### src/rtl/parking_gate_ctrl.sv
// Parking gate front-end: synchronises and debounces five buttons, then runs one
// request/acknowledge transaction at a time. Optional statistics: PARKING_GATE_STATS_EN.
module parking_gate_ctrl #(
  parameter int unsigned DEBOUNCE_CYC = 4,
  parameter int unsigned ACK_TIMEOUT  = 8,
  parameter int unsigned DOOR_HOLD    = 16
) (
  input  logic       clk,
  input  logic       rst_n,
  input  logic       btn_enter,
  input  logic [3:0] btn_exit,
  input  logic [3:0] occupancy,
  input  logic       door_open_pulse,
  output logic [3:0] req,
  output logic       busy,
  output logic       door_led,
  output logic       reject_pulse
`ifdef PARKING_GATE_STATS_EN
  ,
  output logic [7:0] cnt_enter,
  output logic [7:0] cnt_exit,
  output logic [7:0] cnt_reject
`endif
);

  localparam logic [7:0]  DEB_LAST  = 8'(DEBOUNCE_CYC - 1);
  localparam logic [15:0] ACK_LAST  = 16'(ACK_TIMEOUT - 1);
  localparam logic [15:0] HOLD_LAST = 16'(DOOR_HOLD - 1);

  typedef enum logic [2:0] {
    IDLE, CHECK, ISSUE, WAIT_ACK, DOOR, REJECT
  } state_t;

  // Bit 4 is the enter button, bits 3:0 the exit buttons.
  logic [4:0] btn_raw;
  logic [4:0] sync1_q, sync1_d, sync2_q, sync2_d;
  logic [4:0] deb_lvl;
  logic [4:0] deb_dly_q, deb_dly_d;
  logic [4:0] press;

  assign btn_raw = {btn_enter, btn_exit};

  always_comb begin
    sync1_d   = btn_raw;
    sync2_d   = sync1_q;
    deb_dly_d = deb_lvl;
  end

  always_ff @(posedge clk or negedge rst_n) begin
    if (!rst_n) begin
      sync1_q   <= '0;
      sync2_q   <= '0;
      deb_dly_q <= '0;
    end else begin
      sync1_q   <= sync1_d;
      sync2_q   <= sync2_d;
      deb_dly_q <= deb_dly_d;
    end
  end

  for (genvar gi = 0; gi < 5; gi++) begin : g_deb
    logic [7:0] cnt_q, cnt_d;
    logic       lvl_q, lvl_d;

    // Counts consecutive samples disagreeing with the held level; any agreeing sample restarts it.
    always_comb begin
      cnt_d = '0;
      lvl_d = lvl_q;
      if (sync2_q[gi] != lvl_q) begin
        if (cnt_q == DEB_LAST) begin
          lvl_d = sync2_q[gi];
        end else begin
          cnt_d = cnt_q + 8'd1;
        end
      end
    end

    always_ff @(posedge clk or negedge rst_n) begin
      if (!rst_n) begin
        cnt_q <= '0;
        lvl_q <= 1'b0;
      end else begin
        cnt_q <= cnt_d;
        lvl_q <= lvl_d;
      end
    end

    assign deb_lvl[gi] = lvl_q;
  end

  assign press = deb_lvl & ~deb_dly_q;

  state_t      state_q, state_d;
  logic        is_exit_q, is_exit_d;
  logic [1:0]  spot_q, spot_d;
  logic [15:0] timer_q, timer_d;
  logic [3:0]  req_q, req_d;

  always_comb begin
    state_d   = state_q;
    is_exit_d = is_exit_q;
    spot_d    = spot_q;
    timer_d   = timer_q;
    req_d     = 4'b0000;
    case (state_q)
      IDLE: begin
        if (press[3:0] != 4'b0000) begin
          is_exit_d = 1'b1;
          state_d   = CHECK;
          if (press[0])      spot_d = 2'd0;
          else if (press[1]) spot_d = 2'd1;
          else if (press[2]) spot_d = 2'd2;
          else               spot_d = 2'd3;
        end else if (press[4]) begin
          is_exit_d = 1'b0;
          spot_d    = 2'd0;
          state_d   = CHECK;
        end
      end
      CHECK: begin
        if (is_exit_q ? !occupancy[spot_q] : (occupancy == 4'b1111)) begin
          state_d = REJECT;
        end else begin
          state_d = ISSUE;
          // req is registered, so it is loaded here to be valid during ISSUE.
          req_d   = is_exit_q ? {2'b01, spot_q} : 4'b1000;
        end
      end
      ISSUE: begin
        state_d = WAIT_ACK;
        timer_d = '0;
      end
      WAIT_ACK: begin
        if (door_open_pulse) begin
          state_d = DOOR;
          timer_d = '0;
        end else if (timer_q == ACK_LAST) begin
          state_d = REJECT;
        end else begin
          timer_d = timer_q + 16'd1;
        end
      end
      DOOR: begin
        if (timer_q == HOLD_LAST) begin
          state_d = IDLE;
        end else begin
          timer_d = timer_q + 16'd1;
        end
      end
      REJECT:  state_d = IDLE;
      default: state_d = IDLE;
    endcase
  end

  always_ff @(posedge clk or negedge rst_n) begin
    if (!rst_n) begin
      state_q   <= IDLE;
      is_exit_q <= 1'b0;
      spot_q    <= 2'd0;
      timer_q   <= '0;
      req_q     <= 4'b0000;
    end else begin
      state_q   <= state_d;
      is_exit_q <= is_exit_d;
      spot_q    <= spot_d;
      timer_q   <= timer_d;
      req_q     <= req_d;
    end
  end

  assign req          = req_q;
  assign busy         = (state_q != IDLE);
  assign door_led     = (state_q == DOOR);
  assign reject_pulse = (state_q == REJECT);

`ifdef PARKING_GATE_STATS_EN
  logic [7:0] cnt_enter_q, cnt_enter_d;
  logic [7:0] cnt_exit_q, cnt_exit_d;
  logic [7:0] cnt_reject_q, cnt_reject_d;
  logic       door_entry;

  assign door_entry = (state_q == WAIT_ACK) && (state_d == DOOR);

  always_comb begin
    cnt_enter_d  = cnt_enter_q;
    cnt_exit_d   = cnt_exit_q;
    cnt_reject_d = cnt_reject_q;
    if (door_entry && !is_exit_q && (cnt_enter_q != 8'hFF)) cnt_enter_d = cnt_enter_q + 8'd1;
    if (door_entry && is_exit_q && (cnt_exit_q != 8'hFF))   cnt_exit_d  = cnt_exit_q + 8'd1;
    if ((state_d == REJECT) && (state_q != REJECT) && (cnt_reject_q != 8'hFF)) begin
      cnt_reject_d = cnt_reject_q + 8'd1;
    end
  end

  always_ff @(posedge clk or negedge rst_n) begin
    if (!rst_n) begin
      cnt_enter_q  <= '0;
      cnt_exit_q   <= '0;
      cnt_reject_q <= '0;
    end else begin
      cnt_enter_q  <= cnt_enter_d;
      cnt_exit_q   <= cnt_exit_d;
      cnt_reject_q <= cnt_reject_d;
    end
  end

  assign cnt_enter  = cnt_enter_q;
  assign cnt_exit   = cnt_exit_q;
  assign cnt_reject = cnt_reject_q;
`endif

endmodule

### config.mk
export PLATFORM = sky130hd
export DESIGN_NAME = parking_gate_ctrl
export DESIGN_NICKNAME = d
export VERILOG_FILES = /design/src/rtl/parking_gate_ctrl.sv
export SDC_FILE = /design/constraint.sdc
export NUM_CORES = 1
export LEC_CHECK = 0
export ABC_AREA = 1
export CELL_PAD_IN_SITES_DETAIL_PLACEMENT = 1
export CELL_PAD_IN_SITES_GLOBAL_PLACEMENT = 1
export CORE_UTILIZATION = 46
export CTS_CLUSTER_SIZE = 24
export DETAILED_ROUTE_END_ITERATION = 16
export PLACE_DENSITY = 0.82
export SYNTH_ARGS = -nofsm -noshare
export SYNTH_HDL_FRONTEND = slang
export SYNTH_SLANG_ARGS = --single-unit
### constraint.sdc
create_clock -name clk -period 1.9 [get_ports clk]
set_clock_uncertainty 0.05 [all_clocks]
set_input_delay 0.38 -clock clk [delete_from_list [all_inputs] [get_ports clk]]
set_output_delay 0.38 -clock clk [all_outputs]
set_load 0.01 [all_outputs]
==> metrics, run 1 <==
remaining global-route overflow 0; Mapped Cells 536; post-route setup TNS 0 ns; Netlist cell types 28; die height about 100 µm; switching fraction of total power 36.2%; RSZ-0062 raised after global routing false; Switch Pwr roughly 2.1 mW; ANT cells 0; register bit total from synthesis 86; Adder-Cell Fraction of Synth Area 1.73%; RR Startpoint timer_q[0]$_DFFE_PN0P_; wire length of the first global-routing pass 18000 µm; largest net degree at the start of global routing 43; DRT iter0 DRCs just under 100; register area 2150 µm²; clock buffer depth 2; Die ar. ~9800 µm²; WS Path Type reg2out; Critical Path AT 1.37 ns; Worst Tran Pin Value 0.485 ns; multiplexer share of the synthesized area 0.519%; Cell Chain, Critical Path nor2_4 > nand2_2 > inv_2 > dlygate4sd2_1; critical path startpoint state_q[0]$_DFFE_PN0P_; Post-Syn Area 4340 µm²; sequential cell area fraction in the yosys report 49.6%; gr usage total 23.6%; detailed placer's ending HPWL 7660 µm; vias in the first global route 3905; DRC Markers 0; CTS tree done; CP endpoint kind primary output; Final setup viols 0; Final Wtd Congestion 0.776; antenna-violating nets left 0; area of the multi-input gates 1900 µm²; Yosys warning count 0; critical path fanouts, max 3; clock sinks 86; Cell Rows 35; asr flop ratio synth 100%; vias post-DR 3598; total wire length 10600 µm; Critical Path Slowest Stage Cell dfrtp_1; fin. max-slew vios 0; starting density of the core 47.2%; status complete, no violations; VDD IR max 0.564 mV; Clk pwr share 25.7%; internal power approximately 3.7 mW; clock slew at reported path FFs 0.09 ns; Logic pwr share between 30 and 40%; clk_lat worst skew 0.37 ns; die width ~99 µm; hold path startpoint sync1_q[1]$_DFF_PN0_; largest family of logic cells by synthesized area simple AND/OR/NAND/NOR gates; leakage power ~2.5 nW; DR vias/cell 5.21; drt wl/cell 15.4 µm; PD cells 1150 nW/µm²; router iterations before antenna repair 4; Total Nets Final roughly 590; Final period util 94.7%; initial antenna violation count 0; Reg power frac a little over two fifths; max-capacitance violation count 0; final hold viol count 0; Crit path largest cell delay 0.43 ns; most used routing layer met2; Core Area 9200 µm²; post-layout minimum cycle time 1.80 ns; H-tree depth 3; Fillers 1131; Syn Nets 554; P&R area growth vs syn 15.4%; worst min-delay path class reg2reg; fmax 556 MHz; Post-synth EDFFs 0; met3 usage between 3 and 4%; root buf cell clkbuf_8; Mapped Avg Cell Area 8.10 µm²; Post-Synth XOR/XNOR Area 4.44%; Slew HR 67.6%; CP required 1.47 ns; commonest non-fill, non-tap cells in the layout 116 x nand2_1, 89 x nor2_1, 86 x dfrtp_1; Synth Area in Simple Gates 33.1%; # port buffers 18; crit path launch type flop; commonest non-fill, non-tap cell in the layout nand2_1; ratio of cells with drive above 1 in the final layout between 10% and 20%; Total Power 5.75 mW; io pins 19; Num CTS Buffers 9; met1 global-route usage a little over a quarter; leading register cell type out of synthesis dfrtp_1; compound-cell area share of the yosys netlist 3.57%; GR Util met2 45.5%; reg2reg setup slack 0.14 ns
critical path, delay by kind of cell, from the launching register on:
family        cells  cell delay [ns]
flops             1             0.43
simple gates      2             0.25
buf+inv           2             0.33
repair_timing:
| item | CTS | global route |
|---|---|---|
| resized for setup | 6 | 3 |
| endpoints found under the hold margin | 20 | 0 |
| setup endpoints to repair | 3 | 13 |
| buffers inserted | 0 | 3 |
| pin swaps | 0 | 1 |
| cloned | 0 | 0 |
| hold buffers | 1 | 0 |
routing by layer:
layer / wire length [µm] / part of all wire [%]
met1: 4340 / 41
met2: 5860 / 55
met3: 269 / 2.5
met4: 146 / 1.4
met5: 0 / 0
power by group through the flow:
stage / clock network (mW) / registers, mW / logic (mW)
global route: 1.58 / 2.49 / 2.07
CTS: 1.53 / 2.44 / 1.74
global placement: 0 / 2.43 / 1.62
finish: 1.48 / 2.43 / 1.84
detailed placement: 0 / 2.46 / 1.71
floorplan: 0 / 2.41 / 1.16
synth_stat cells, drive strengths merged, types with 2 or more instances:
master | n | area [µm²]
nand2 | 125 | 489
nor2 | 93 | 362
dfrtp | 86 | 2150
inv | 73 | 274
nand3 | 56 | 320
nand4 | 18 | 113
nor3b | 15 | 113
o21ai | 14 | 70.1
xor2 | 14 | 123
a21oi | 8 | 40.0
xnor2 | 8 | 70.1
ha | 6 | 75.1
o21bai | 5 | 37.5
buf | 4 | 30.0
or2 | 4 | 25.0
mux2 | 2 | 22.5
nor3 | 2 | 10.0
path summary, 6_finish.rpt:
| kind | depth (start not counted) | end |
|---|---|---|
| worst max-delay path | 4 | door_led |
| worst min-delay path | 0 | sync2_q[1]$_DFF_PN0_ |
| worst max register to register | 9 | state_q[0]$_DFFE_PN0P_ |
| worst min register to register | 0 | sync2_q[1]$_DFF_PN0_ |
| max in group asynchronous | 3 | sync1_q[4]$_DFF_PN0_ |
| min in group asynchronous | 2 | timer_q[2]$_DFFE_PN0P_ |
metrics by stage:
stage	worst slack, ns	instances	cell area (µm²)	hold WS, ns	util, %
global placement	0.145	671	4720	0.247	51.3
global route	0.00565	691	5010	0.322	54.5
floorplan	0.414	536	4340	0.0344	-
detailed placement	0.0630	671	4720	0.254	51.3
finish	0.101	691	5010	0.308	54.5
CTS	0.0544	688	4970	0.312	54.0
registers in the layout (all words and copies together) (netlist names):
register     count
timer_q         16
g_deb.cnt_q     40
state_q          3
g_deb.lvl_q      5
deb_dly_q        5
sync1_q          5
sync2_q          5
is_exit_q        1
spot_q           2
req              4
cell families (layout without fill, tap and decap cells):
family / Yosys count / after routing
compound gates: 28 / 28
flops: 86 / 86
simple gates: 314 / 314
fa+ha+maj: 6 / 6
mux: 2 / 2
xor+xnor: 22 / 22
buf+inv: 78 / 122
area by class of cell:
type | count | area share (%)
Multi-Input combinational cell | 372 | 37.9
Tap cell | 111 | 2.77
Clock buffer | 10 | 2.75
Sequential cell | 86 | 42.9
Clock inverter | 6 | 1.85
Timing Repair Buffer | 33 | 6.29
Inverter | 73 | 5.47
Power figures use the tool's default switching activity.
==> run 2, diff against run 1 <==
--- a/config.mk
+++ b/config.mk
@@ -8,10 +8,11 @@
 export ABC_AREA = 1
 export CELL_PAD_IN_SITES_DETAIL_PLACEMENT = 1
 export CELL_PAD_IN_SITES_GLOBAL_PLACEMENT = 1
-export CORE_UTILIZATION = 46
+export CORE_UTILIZATION = 38
 export CTS_CLUSTER_SIZE = 24
 export DETAILED_ROUTE_END_ITERATION = 16
-export PLACE_DENSITY = 0.82
+export GPL_ROUTABILITY_DRIVEN = 0
+export PLACE_DENSITY = 0.7
 export SYNTH_ARGS = -nofsm -noshare
 export SYNTH_HDL_FRONTEND = slang
 export SYNTH_SLANG_ARGS = --single-unit
==> run 2 against run 1 <==
Worst hold slack got worse by 0.30 ns. Fmax rose by 0.16%. Critical path type unchanged. Combinational power fell by 9%. Largest cell class unchanged. Setup slack improved by 0.0028 ns. First-iteration DRC count rose by 11%. Sequential cell count did not move.
==> metrics, run 2 (synthesis gave the netlist of run 1 again) <==
status complete, no violations; post-route setup TNS 0 ns; DRT iter0 DRCs 109; # hold bufs at CTS 0; Num CTS Buffers 9; largest net degree at the start of global routing 87; max-capacitance violation count 0; clock sinks 86; met3 usage 3.05%; starting density of the core 39.5%; Reg power frac 41.0%; Slew HR about 63%; root buf cell clkbuf_16; final hold viol count 0; commonest non-fill, non-tap cell in the layout nand2_1; reg2reg setup slack 0.16 ns; CP required 1.47 ns; Cell Rows 38; wire length of the first global-routing pass 17400 µm; WS Path Type reg2out; remaining global-route overflow 0; gr usage total 19.3%; critical path fanouts, max 5; # port buffers 18; vias in the first global route 3760; RSZ-0062 raised after global routing false; total wire length about 10000 µm; most used routing layer met2; internal power 3.79 mW; vias post-DR 3522; leakage power 2.48 nW; detailed placer's ending HPWL between 7000 and 8000 µm; io pins 19; Logic pwr share 28.2%; Critical Path AT 1.37 ns; Worst Tran Pin Value between 0.5 and 0.6 ns; switching fraction of total power 36.0%; die width 109 µm; Final period util 94.5%; clock buffer depth 2; commonest non-fill, non-tap cells in the layout 116 x nand2_1, 89 x nor2_1, 85 x dfrtp_1; top flop regs g_deb.cnt_q (40), timer_q (16); fin. max-slew vios 0; clock slew at reported path FFs ~0.060 ns; Reg with most FFs g_deb.cnt_q; register area 2150 µm²; post-layout minimum cycle time 1.80 ns; Final setup viols 0; Die ar. 11900 µm²; crit path launch type flop; CTS tree done; fmax between 500 and 600 MHz; initial antenna violation count 0; Total Nets Final just under 600; router iterations before antenna repair 4; area of the multi-input gates 1900 µm²; PD cells roughly 1200 nW/µm²; Clk pwr share 30.7%; VDD IR max 0.685 mV; ratio of cells with drive above 1 in the final layout 9.25%; Core Area 11000 µm²; clk_lat worst skew ~0.35 ns; worst min-delay path class in2async; P&R area growth vs syn 16.2%; CP endpoint kind primary output; H-tree depth 3; Fillers 1347; drt wl/cell 14.2 µm; antenna-violating nets left 0; die height 109 µm; GR Util met2 34.9%; DR vias/cell 4.94; met1 global-route usage 22.3%; Setup Buffers After CTS 0; post-route cell area approximately 5000 µm²; ANT cells 0; Switch Pwr 2.14 mW; max reg flops 40; DRC Markers 0; Post-Place Cell Area about 4700 µm²
run 2: path summary, 6_finish.rpt:
check / startpoint / end / cells past startpoint
min: rst_n / req[3]$_DFF_PN0_ / 2
min reg2reg: sync1_q[1]$_DFF_PN0_ / sync2_q[1]$_DFF_PN0_ / 0
max reg2reg: timer_q[0]$_DFFE_PN0P_ / timer_q[4]$_DFFE_PN0P_ / 6
max in group asynchronous: rst_n / g_deb[4].cnt_q[4]$_DFF_PN0_ / 2
max: state_q[1]$_DFFE_PN0P_ / reject_pulse / 3
min in group clk: sync1_q[1]$_DFF_PN0_ / sync2_q[1]$_DFF_PN0_ / 0
run 2: what timing repair did:
action	4_1_cts	5_1_grt
gates resized for setup	6	2
endpoints found under the setup margin	3	2
pin swaps	0	0
run 2: worst max-delay path, cell delays in order, from the launching register on:
cell and delay, ns:
dfrtp_1 0.41, buf_4 0.17, nor3_1 0.16, dlygate4sd2_1 0.29
run 2: metrics by stage:
step | hold slack, ns | util [%] | std cells | setup slack, ns | total power [mW]
final | 0.0106 | 46.0 | 713 | 0.104 | 5.93
after global routing | 0.0416 | 46.0 | 713 | 0.0204 | 6.32
after CTS | 0.0313 | 45.9 | 713 | 0.0687 | 6.03
after detailed placement | 0.286 | 43.1 | 697 | 0.0904 | 4.16
after global placement | 0.281 | 43.1 | 697 | 0.135 | 4.07
after floorplan | 0.0344 | - | 536 | 0.414 | 3.57
run 2: layer usage:
layer  share of wire, %  wire length (µm)
met4                2.2               218
met3                1.6               165
met1                 45              4590
met5                  0                 0
met2                 51              5150
run 2: cell type report:
| class | count | area share [%] |
|---|---|---|
| inverters | 73 | 5.43 |
| repair buffers | 26 | 4.88 |
| flip-flops and latches | 86 | 42.7 |
| well taps | 140 | 3.47 |
| clock buffers | 9 | 4.46 |
| clock inverters | 7 | 1.56 |
| multi-input cells | 372 | 37.5 |
run 2: power groups by stage:
stage | clock [mW] | sequential (mW) | combinational [mW]
final | 1.82 | 2.43 | 1.67
after global routing | 1.93 | 2.48 | 1.91
after CTS | 1.87 | 2.44 | 1.72
after detailed placement | 0 | 2.46 | 1.70
after global placement | 0 | 2.44 | 1.63
after floorplan | 0 | 2.41 | 1.16
==> run 3, diff against run 2 <==
--- a/config.mk
+++ b/config.mk
@@ -12,7 +12,7 @@
 export CTS_CLUSTER_SIZE = 24
 export DETAILED_ROUTE_END_ITERATION = 16
 export GPL_ROUTABILITY_DRIVEN = 0
-export PLACE_DENSITY = 0.7
+export PLACE_DENSITY_LB_ADDON = 0.1
 export SYNTH_ARGS = -nofsm -noshare
 export SYNTH_HDL_FRONTEND = slang
 export SYNTH_SLANG_ARGS = --single-unit
==> run 3 against run 2 <==
Final cell count increased by 0.56%. Sequential cell count unchanged. Die area is the same. Register-to-register slack gained 0.03 ns.
==> metrics, run 3 (synthesis gave the netlist of run 1 again) <==
status complete, no violations; WL met3 200 µm; gr usage total 19.3%; Critical Path Slowest Stage Cell dfrtp_2; wire length of the first global-routing pass 17600 µm; final worst slack between 0.1 and 0.15 ns; Reg with most FFs g_deb.cnt_q; M1 WL ~4700 µm; vias post-DR ~3600; Die ar. ~12000 µm²; remaining global-route overflow 0; ANT cells 0; Slew HR 63.6%; die width 109 µm; Core Area 11000 µm²; met2 WL about 5000 µm; max-capacitance violation count 0; leakage power between 2 and 2.5 nW; WS Path Type reg2out; Final period util 94.2%; router iterations before antenna repair 4; Crit path largest cell delay 0.46 ns; Critical Path AT approximately 1.4 ns; Stages on worst setup path 3; antenna-violating nets left 0; post-route cell area 5080 µm²; total wire length between 10000 and 15000 µm; final hold viol count 0; Cell Chain, Critical Path nor2_4 > nand2_1 > dlygate4sd2_1; commonest non-fill, non-tap cell in the layout nand2_1; clock buffer depth 2; largest net degree at the start of global routing 40; commonest non-fill, non-tap cells in the layout 116 x nand2_1, 90 x nor2_1, 85 x dfrtp_1; worst min-delay path class reg2reg; Hold Path Stages 0; H-tree depth 3; Cell Rows 38; CTS tree done; clk_lat worst skew roughly 0.34 ns; DRT iter0 DRCs 122; Total Power 5.93 mW; VDD IR max between 0.6 and 0.7 mV; top flop regs g_deb.cnt_q (40), timer_q (16); pre-CTS setup slack around 0.12 ns; Post-Place Cell Area between 4000 and 5000 µm²; die height 109 µm; clock slew at reported path FFs about 0.060 ns; fin. max-slew vios 0; DRC Markers 0; fmax roughly 560 MHz; critical path fanouts, max 5; vias in the first global route 3733; drt wl/cell approximately 14 µm; root buf cell clkbuf_16; P&R area growth vs syn 16.9%; Total Nets Final between 500 and 600; PD cells 1170 nW/µm²; CP required around 1.5 ns; post-route setup TNS 0 ns; detailed placer's ending HPWL 7470 µm; CP endpoint kind primary output; clock sinks 86; Final setup viols 0; Worst Tran Pin Value 0.545 ns; crit path launch type flop; ratio of cells with drive above 1 in the final layout 9.19%; Num CTS Buffers 9; post-layout minimum cycle time between 1.5 and 2 ns; Fillers ~1300; initial antenna violation count 0; Worst R2R Path Depth 6; starting density of the core 39.5%; CP top delay family flip-flops; io pins 19; critical path buffer and inverter count 1; max reg flops 40; DR vias/cell 4.96; RSZ-0062 raised after global routing false; top layer in use met4; # port buffers 18
-- run 3: layer usage --
metal	global-route usage (%)	vias to the layer above
met5	0	-
met4	8.49	0
met3	3.29	11
met2	32.7	28
met1	24.1	1747
li1	-	1768
-- run 3: path summary, 6_finish.rpt --
kind | start | endpoint | slack (ns)
worst min register to register | sync1_q[3]$_DFF_PN0_ | sync2_q[3]$_DFF_PN0_ | 0.30
max in group asynchronous | rst_n | state_q[0]$_DFFE_PN0P_ | 0.75
worst max-delay path | state_q[0]$_DFFE_PN0P_ | busy | 0.11
min in group asynchronous | rst_n | g_deb[1].cnt_q[6]$_DFF_PN0_ | 0.45
worst min-delay path | sync1_q[3]$_DFF_PN0_ | sync2_q[3]$_DFF_PN0_ | 0.30
worst max register to register | timer_q[0]$_DFFE_PN0P_ | timer_q[4]$_DFFE_PN0P_ | 0.19
-- run 3: power breakdown --
part	leakage [nW]	total (mW)	internal, mW	switching [mW]
Sequential	1.14	2.44	2.16	0.281
Combinational	1.21	1.69	0.635	1.06
Clock	0.146	1.79	1.09	0.705
-- run 3: repair_timing --
item	4_1_cts	5_1_grt
setup buffers	2	0
hold buffers	1	0
endpoints found under the hold margin	24	0
gates resized for setup	6	1
setup endpoints to repair	3	3
-- run 3: final cells by class --
cell class	count	area (µm²)	area share, %
Inverter	73	274	5.40
Tap cell	140	175	3.45
Multi-Input combinational cell	372	1890	37.3
Sequential cell	86	2150	42.4
Clock inverter	3	42.5	0.838
Timing Repair Buffer	30	279	5.50
Clock buffer	13	260	5.13
-- run 3: stage by stage --
step | utilization [%] | std cells | hold slack [ns]
2_1_floorplan | - | 536 | 0.0344
3_3_place_gp | 43.2 | 698 | 0.271
3_5_place_dp | 43.2 | 698 | 0.274
4_1_cts | 46.2 | 717 | 0.299
5_1_grt | 46.2 | 717 | 0.307
6_report | 46.2 | 717 | 0.296
